**config.mk**
```make
export PLATFORM = sky130hd
export DESIGN_NAME = irq_priority_encoder_flat
export DESIGN_NICKNAME = d
export VERILOG_FILES = /design/src/rtl/irq_pkg.sv /design/src/rtl/irq_priority_encoder_if.sv /design/src/rtl/prio_enc_core.sv /design/src/rtl/irq_priority_encoder.sv /design/src/flat_wrapper.sv
export SDC_FILE = /design/constraint.sdc
export NUM_CORES = 1
export LEC_CHECK = 0
export CELL_PAD_IN_SITES_DETAIL_PLACEMENT = 0
export CELL_PAD_IN_SITES_GLOBAL_PLACEMENT = 1
export CORE_ASPECT_RATIO = 1.75
export CORE_MARGIN = 2
export CORE_UTILIZATION = 34
export DETAILED_ROUTE_END_ITERATION = 10
export PLACE_DENSITY_LB_ADDON = 0.1
export SLEW_MARGIN = 20
export SYNTH_ARGS = -nofsm -noshare
export SYNTH_HDL_FRONTEND = slang
export SYNTH_SLANG_ARGS = --single-unit
```
**constraint.sdc**
```tcl
create_clock -name clk -period 2.3 [get_ports clk]
set_input_delay 0.46 -clock clk [delete_from_list [all_inputs] [get_ports clk]]
set_output_delay 0.46 -clock clk [all_outputs]
set_load 0.02 [all_outputs]
```
**src/rtl/irq_pkg.sv**
```systemverilog
// Shared definitions for the interrupt priority encoder.
//   N_IN      : default number of request lines
//   IDX_W     : width of an encoded index
//   prio_idx  : index of the highest set bit (0 when empty)
//   popcount_gt1 : more than one bit set
package irq_pkg;
  localparam int N_IN  = 8;
  localparam int IDX_W = $clog2(N_IN);

  function automatic logic [IDX_W-1:0] prio_idx(input logic [N_IN-1:0] vec);
    logic [IDX_W-1:0] idx;
    idx = '0;
    // Ascending scan, so the last hit (highest index) wins.
    for (int i = 0; i < N_IN; i++)
      if (vec[i]) idx = IDX_W'(i);
    return idx;
  endfunction

  function automatic logic popcount_gt1(input logic [N_IN-1:0] vec);
    // Clearing the lowest set bit leaves something only if 2+ bits were set.
    return |(vec & (vec - 1'b1));
  endfunction
endpackage

```
**src/rtl/irq_priority_encoder_if.sv**
```systemverilog
// Delivery handshake between the encoder and the event dispatcher.
//   code_out   : encoded index (master -> slave)
//   code_valid : code_out holds an undelivered index
//   multi_hit  : several eligible requests existed when code_out was loaded
//   code_ready : dispatcher accepts code_out (slave -> master)
interface irq_priority_encoder_if #(
  parameter int IDX_W = irq_pkg::IDX_W
);
  logic [IDX_W-1:0] code_out;
  logic             code_valid;
  logic             multi_hit;
  logic             code_ready;

  modport master (output code_out, code_valid, multi_hit, input  code_ready);
  modport slave  (input  code_out, code_valid, multi_hit, output code_ready);
endinterface

```
**src/rtl/prio_enc_core.sv**
```systemverilog
// Combinational highest-index-wins priority encoder.
//   vec_i   : eligible request vector
//   idx_o   : index of the highest set bit (0 when vec_i is empty)
//   any_o   : vec_i non-zero
//   multi_o : more than one bit of vec_i set
module prio_enc_core
  import irq_pkg::*;
#(
  parameter int N  = irq_pkg::N_IN,
  parameter int IW = $clog2(N)
)(
  input  logic [N-1:0]  vec_i,
  output logic [IW-1:0] idx_o,
  output logic          any_o,
  output logic          multi_o
);
  assign any_o = |vec_i;

  generate
    if (N == N_IN) begin : g_pkg
      assign idx_o   = prio_idx(vec_i);
      assign multi_o = popcount_gt1(vec_i);
    end else begin : g_loop
      always_comb begin
        idx_o = '0;
        for (int i = 0; i < N; i++)
          if (vec_i[i]) idx_o = IW'(i);
      end
      assign multi_o = |(vec_i & (vec_i - 1'b1));
    end
  endgenerate
endmodule

```
**src/rtl/irq_priority_encoder.sv**
```systemverilog
// Latches peripheral request lines into a pending register and hands the
// highest-priority eligible index to the dispatcher over valid/ready.
//   clk, rst_n : clock, async active-low reset
//   req_in     : request lines (edge or level captured, see EDGE_MODE)
//   mask       : 1 = line not eligible for selection (still latches)
//   pending    : current pending register
//   overflow   : sticky, an event hit an already-pending bit
//   bus        : code_out / code_valid / multi_hit / code_ready handshake
module irq_priority_encoder #(
  parameter int N_IN      = irq_pkg::N_IN,
  parameter bit EDGE_MODE = 1'b1
)(
  input  logic            clk,
  input  logic            rst_n,
  input  logic [N_IN-1:0] req_in,
  input  logic [N_IN-1:0] mask,
  output logic [N_IN-1:0] pending,
  output logic            overflow,
  irq_priority_encoder_if.master bus
);
  localparam int IDX_W = $clog2(N_IN);

  logic [N_IN-1:0]  req_q, pending_q, pending_d;
  logic [IDX_W-1:0] code_q, code_d;
  logic             valid_q, valid_d, multi_q, multi_d, ovf_q, ovf_d;

  logic [N_IN-1:0]  evt, elig, clr;
  logic [IDX_W-1:0] win_idx;
  logic             win_any, win_multi, slot_free, load;

  // req_q resets to 0, so a line held through reset release gives one edge.
  assign evt  = EDGE_MODE ? (req_in & ~req_q) : req_in;
  assign elig = pending_q & ~mask;

  prio_enc_core #(.N(N_IN), .IW(IDX_W)) u_core (
    .vec_i   (elig),
    .idx_o   (win_idx),
    .any_o   (win_any),
    .multi_o (win_multi)
  );

  assign slot_free = !valid_q || bus.code_ready;
  assign load      = slot_free && win_any;
  assign clr       = load ? (N_IN'(1) << win_idx) : '0;

  always_comb begin
    // A new event on the bit being cleared this edge survives (OR after clear).
    pending_d = (pending_q & ~clr) | evt;
    ovf_d     = ovf_q | (|(evt & pending_q & ~clr));
    valid_d   = slot_free ? win_any : valid_q;
    code_d    = load ? win_idx   : code_q;
    multi_d   = load ? win_multi : multi_q;
  end

  always_ff @(posedge clk or negedge rst_n) begin
    if (!rst_n) begin
      req_q     <= '0;
      pending_q <= '0;
      code_q    <= '0;
      valid_q   <= 1'b0;
      multi_q   <= 1'b0;
      ovf_q     <= 1'b0;
    end else begin
      req_q     <= req_in;
      pending_q <= pending_d;
      code_q    <= code_d;
      valid_q   <= valid_d;
      multi_q   <= multi_d;
      ovf_q     <= ovf_d;
    end
  end

  assign pending        = pending_q;
  assign overflow       = ovf_q;
  assign bus.code_out   = code_q;
  assign bus.code_valid = valid_q;
  assign bus.multi_hit  = multi_q;
endmodule
```
**src/flat_wrapper.sv**
```systemverilog
// flat-port wrapper written by rule: the top's interface ports become plain ports
module irq_priority_encoder_flat 
#(
  parameter int N_IN      = irq_pkg::N_IN,
  parameter bit EDGE_MODE = 1'b1
)
  (clk, rst_n, req_in, mask, pending, overflow, bus_code_out, bus_code_valid, bus_multi_hit, bus_code_ready);
  irq_priority_encoder_if bus_i ();
  input  logic clk;
  input  logic rst_n;
  input  logic [N_IN-1:0] req_in;
  input  logic [N_IN-1:0] mask;
  output logic [N_IN-1:0] pending;
  output logic overflow;
  output wire logic [$bits(bus_i.code_out)-1:0] bus_code_out;
  output wire logic [$bits(bus_i.code_valid)-1:0] bus_code_valid;
  output wire logic [$bits(bus_i.multi_hit)-1:0] bus_multi_hit;
  input wire logic [$bits(bus_i.code_ready)-1:0] bus_code_ready;
  assign bus_code_out = bus_i.code_out;
  assign bus_code_valid = bus_i.code_valid;
  assign bus_multi_hit = bus_i.multi_hit;
  assign bus_i.code_ready = bus_code_ready;
  irq_priority_encoder #(.N_IN(N_IN), .EDGE_MODE(EDGE_MODE)) u_core (.clk(clk), .rst_n(rst_n), .req_in(req_in), .mask(mask), .pending(pending), .overflow(overflow), .bus(bus_i));
endmodule
```
# == Word level (Yosys, flattened, before mapping) ==
# Cells that the tools add are included.
# op_classes
shift,1
n_mul,0
muxes,8
n_lt_le_gt_ge,0
reduce_logical,6
n_div,0
bitwise_logic,11
n_eq_ne,0
addsub,1
# op_table
op,count
AND 8 bit,6
inverter 8 bit,3
OR reduction 8 bit,3
2-to-1 mux 3 bit,6
2-to-1 mux 8 bit,1
OR 8 bit,1
left shift 1 x 3 -> 8 bit (first input constant),1
subtractor 8 x 1 -> 8 bit (second input constant),1
logical AND 1 bit,1
logical NOT 1 bit,1
logical OR 1 bit,1
2-to-1 mux 1 bit,1
OR 1 bit,1
# totals
n_memories,0
elab_cells,33
out_inout_bits,14
input_bits,19
mem_bits_ro,0
latchBits,0
regBits,22
ramBits,0

# == Logic depth before layout (Yosys ltp) ==
# Gate-level depths: netlist of run 1.
# logic_depth
word_depth,15
ltp_mapped,6
mapped_depth_nobuf,6

# == Hierarchy ==
# From an unflattened synthesis of run 1, not the netlist that was laid out.
# unflattened
hier_cells,105
hier_area_um2,1078.5
# by_module_without_submodules
module,cells_per_inst,seq_area_each_um2,n_inst,area_per_inst_um2
irq_priority_encoder,84,550.5,1,950.9
prio_enc_core,21,0.0,1,127.6

# == Least setup slack after synthesis of run 1 ==
# No wires, ideal clock.
# synth_path
path_type,reg-to-reg
from,register u_core.pending_q[7] (netlist: u_core.pending[7])
to,register u_core.ovf_q (netlist: u_core.overflow)
path_slack_ns,0.506
path_buffers,0
arrival_ns,1.660
required_ns,2.167
path_stages_with_launch,7
path_cell_list,dfrtp_1 > nor2b_4 > or3b_4 > nor4_4 > a21oi_1 > o21ai_1 > nand4_1
# synth_via
elab_chain_len,8
elab_cells_between_ends,11
classes_between,shift (1); mux (2); bitwise (5); reduce/logical (3)
# synth_rtl
element,line_no,text
"start, declared",irq_priority_encoder.sv:23,"logic [N_IN-1:0] req_q, pending_q, pending_d;"
"start signal, assigned",irq_priority_encoder.sv:65,pending_q <= pending_d;
AND 8 bit,irq_priority_encoder.sv:33,assign elig = pending_q & ~mask;
OR reduction 8 bit or 2-to-1 mux 3 bit (tied branches),"prio_enc_core.sv:17, irq_pkg.sv:15",
logical AND 1 bit or left shift 1 x 3 -> 8 bit (tied branches),"irq_priority_encoder.sv:43, irq_priority_encoder.sv:44",
2-to-1 mux 8 bit,irq_priority_encoder.sv:44,assign clr = load ? (N_IN'(1) << win_idx) : '0;
inverter 8 bit,irq_priority_encoder.sv:49,ovf_d = ovf_q | (|(evt & pending_q & ~clr));
AND 8 bit *,irq_priority_encoder.sv:49,
OR reduction 8 bit *,irq_priority_encoder.sv:49,
OR 1 bit *,irq_priority_encoder.sv:49,
named net u_core.ovf_d,irq_priority_encoder.sv:25,"logic valid_q, valid_d, multi_q, multi_d, ovf_q, ovf_d;"
"end signal, assigned",irq_priority_encoder.sv:69,ovf_q <= ovf_d;
"end, declared",irq_priority_encoder.sv:25,
# Mark *: on every way through the listed nets, which the timed path passes. The rest lies on a longest branch.
# A chain may end at the register's enable or synchronous reset.

# == Worst setup path after layout of run 1 ==
# layout_path
from,input mask[7]
to,register u_core.ovf_q (netlist: u_core.overflow)
# layout_via
elab_chain_len,9
elab_cells_between_ends,11
classes_between,shift (1); mux (2); bitwise (5); reduce/logical (3)
# layout_rtl
element,line_no,text
"start, declared",flat_wrapper.sv:12,input logic [N_IN-1:0] mask;
inverter 8 bit *,irq_priority_encoder.sv:33,
AND 8 bit *,irq_priority_encoder.sv:33,
OR reduction 8 bit or 2-to-1 mux 3 bit (tied branches),"prio_enc_core.sv:17, irq_pkg.sv:15",
logical AND 1 bit or left shift 1 x 3 -> 8 bit (tied branches),"irq_priority_encoder.sv:43, irq_priority_encoder.sv:44",
2-to-1 mux 8 bit *,irq_priority_encoder.sv:44,
inverter 8 bit *,irq_priority_encoder.sv:49,
AND 8 bit *,irq_priority_encoder.sv:49,
OR reduction 8 bit *,irq_priority_encoder.sv:49,
OR 1 bit *,irq_priority_encoder.sv:49,
named net u_core.ovf_d,irq_priority_encoder.sv:25,
# Marked as above.

==> results of run 1 <==
==> power groups by stage <==
stage          combinational [W]  sequential [W]  clock (W)
6_report                0.000286        0.000443   0.000278
5_1_grt                 0.000314        0.000449   0.000304
4_1_cts                 0.000290        0.000444   0.000289
3_5_place_dp            0.000289        0.000452          0
3_3_place_gp            0.000287        0.000450          0
2_1_floorplan           0.000108        0.000483          0
==> kinds of logic (layout without fill, tap and decap cells) <==
logic type | count (synthesis) | count (layout) | synth area share
buf+inv | 4 | 50 | 0.01420
fa+ha+maj | 1 | 1 | 0.009468
flops | 22 | 22 | 0.5207
xor+xnor | 1 | 1 | 0.008286
simple gates | 53 | 53 | 0.3124
compound gates | 24 | 24 | 0.1349
==> cells in the mapped netlist (2+ instances only) <==
cell	n	area, um2
dfrtp_1	22	550.5
a21o_1	2	15.01
nand4b_1	2	17.52
nor2b_1	3	18.77
nor3_1	2	10.01
nand2b_1	9	56.30
inv_1	4	15.01
a21oi_1	6	30.03
or2b_1	3	22.52
nor2_1	8	30.03
o21ai_0	9	45.04
nand4_1	3	18.77
nand3b_1	2	15.01
nand2_1	12	45.04
==> worst max-delay path, stage by stage <==
cell and delay [ns]:
clkdlybuf4s50_1 0.54, nor2b_4 0.05, or3b_4 0.43, nor4_4 0.35, a21oi_1 0.11, o21ai_1 0.13
nand4_1 0.10
==> worst paths after layout <==
| check | endpoint | depth (start not counted) | from |
|---|---|---|---|
| max | u_core.overflow | 7 | mask[7] |
| min | u_core.pending[2] | 1 | u_core.req_q[2] |
| max reg2reg | u_core.overflow | 6 | u_core.pending[7] |
| min reg2reg | u_core.pending[2] | 1 | u_core.req_q[2] |
| max in group asynchronous | u_core.bus.code_out[1] | 2 | rst_n |
| min in group asynchronous | u_core.req_q[6] | 2 | rst_n |
==> sequential cells by signal, indices dropped and copies added, names as in the netlist <==
name / cells
u_core.bus.code_out: 3
u_core.overflow: 1
u_core.pending: 8
u_core.req_q: 8
u_core.bus.code_valid: 1
u_core.bus.multi_hit: 1
==> cell type report <==
class | count | share of cell area
tap | 28 | 0.02271
sequential | 22 | 0.3569
timing repair buffer | 42 | 0.2563
multi-input combinational | 79 | 0.3187
clock buffer | 4 | 0.03569
inverter | 4 | 0.009732
==> metrics by stage <==
step	TNS [ns]	hold slack (ns)	worst slack, ns	cells	total power (W)
after global routing	0	0.4674	0.1958	179	0.001067
after floorplan	0	0.1644	0.5065	105	0.0005912
after detailed placement	-0.02317	0.4428	-0.02317	175	0.0007410
after global placement	0	0.4307	0.02086	175	0.0007372
final	0	0.4487	0.2603	179	0.001007
after CTS	0	0.4501	0.2575	179	0.001023
==> routing by layer <==
metal / routed length (um) / track usage
met5: 0 / 0
met4: 63 / 0.08571
met3: 74 / 0.02326
met2: 1399 / 0.2819
met1: 903 / 0.1632
==> metrics, run 1 <==
Clock transition at path regs=0.08 ns; Resize count post-CTS=0; P per Cell Area=652.7 mW/mm2; grt total ovfl=0; skew final=0.001926 ns; RSZ-0062 raised after global routing=no; Flop pwr share=0.440; Max-Cap Viols=0; most common cell after layout, fill and taps aside=clkdlybuf4s50_1; area occupied by multi-input gates=491.7 um2; via count=915; Max VDD drop=0.0003815 V; Pre-antenna DRT Iters=4; CTS root buffer=clkbuf_8; final-layout fill cell count=300; sequential share of the synthesized area=0.5207; most common flop cell mapped by yosys=dfrtp_1; max_slew headroom=0.8061; net switching power=0.0002849 W; crit path time final=2.040 ns; fin util=0.5269; final count of pins violating max slew=0; Clock Tree Buf Depth=2; critical path launch point type=primary input; Clk pwr share=0.276; Comb power frac=0.284; TritonCTS Buffers=3; WL final=2441 um; Netlist Area Pre-Place=0.001057 mm2; design area=0.001543 mm2; post-CTS setup repair buffer count=0; Post-DP Area=0.001488 mm2; largest net degree at the start of global routing=23; initial core utilization=0.3611; Netlist cell types=32; CTS Hold Bufs=0; EDFF count, synth=0; R2R setup slack=0.51 ns; Int Power=0.0007220 W; I/O Buffers=32; critical path peak fanout=5; layout cells sized above 1=0.1391; outcome=completed; Die Ht=77.77 um; class of the worst hold path=register to register; arrival time worst endpoint=2.18 ns; CTS tree=yes; drt initial violations=13; WL/cell=13.64 um; final setup fails=0; Yosys reg bits=22; antenna violations before repair=0; cells after synthesis=105; clock sink total=22; gpl congestion=0.7601; critical path endpoint category=register; Die Wd=46.16 um; post-DP HPWL=1987 um; first-pass GRT wire length=4064 um; CP required=2.45 ns; switching part of the total power=0.2829; Clock Latency Late Sink=0.27 ns; Lkg Pwr=0.6545 nW; DIE AREA=0.003589 mm2; Post-route DRC=0; Yosys warning total=0; core area=0.002928 mm2; most frequent cells in the layout=clkdlybuf4s50_1, dfrtp_1, nand2_1; Synth-to-Final Area Change=45.92%; total track usage=0.1584; ys async rst share=1.000; Tcrit/Tclk final=0.8868; final hold viol count=0; Final #Nets=171; syn_nets=124; Site Rows=26; fmax=0.4903 GHz; Antenna Nets Post-Route=0; n_diodes=0; vias in the first global route=940; syn avg cell area=10.07 um2; Worst-Margin Slew=0.2887 ns; DR vias/cell=5.112; Register Area=550.5 um2; kind of critical path=primary input to register; H-tree depth=1; I/O pins=33
(Power assumes the default switching activity.)
==> inputs of run 2 (changes only) <==
- GPL_TIMING_DRIVEN: default -> 1
==> results of run 2 <==
The final DEF is identical to that of run 1; final timing and power are the same.
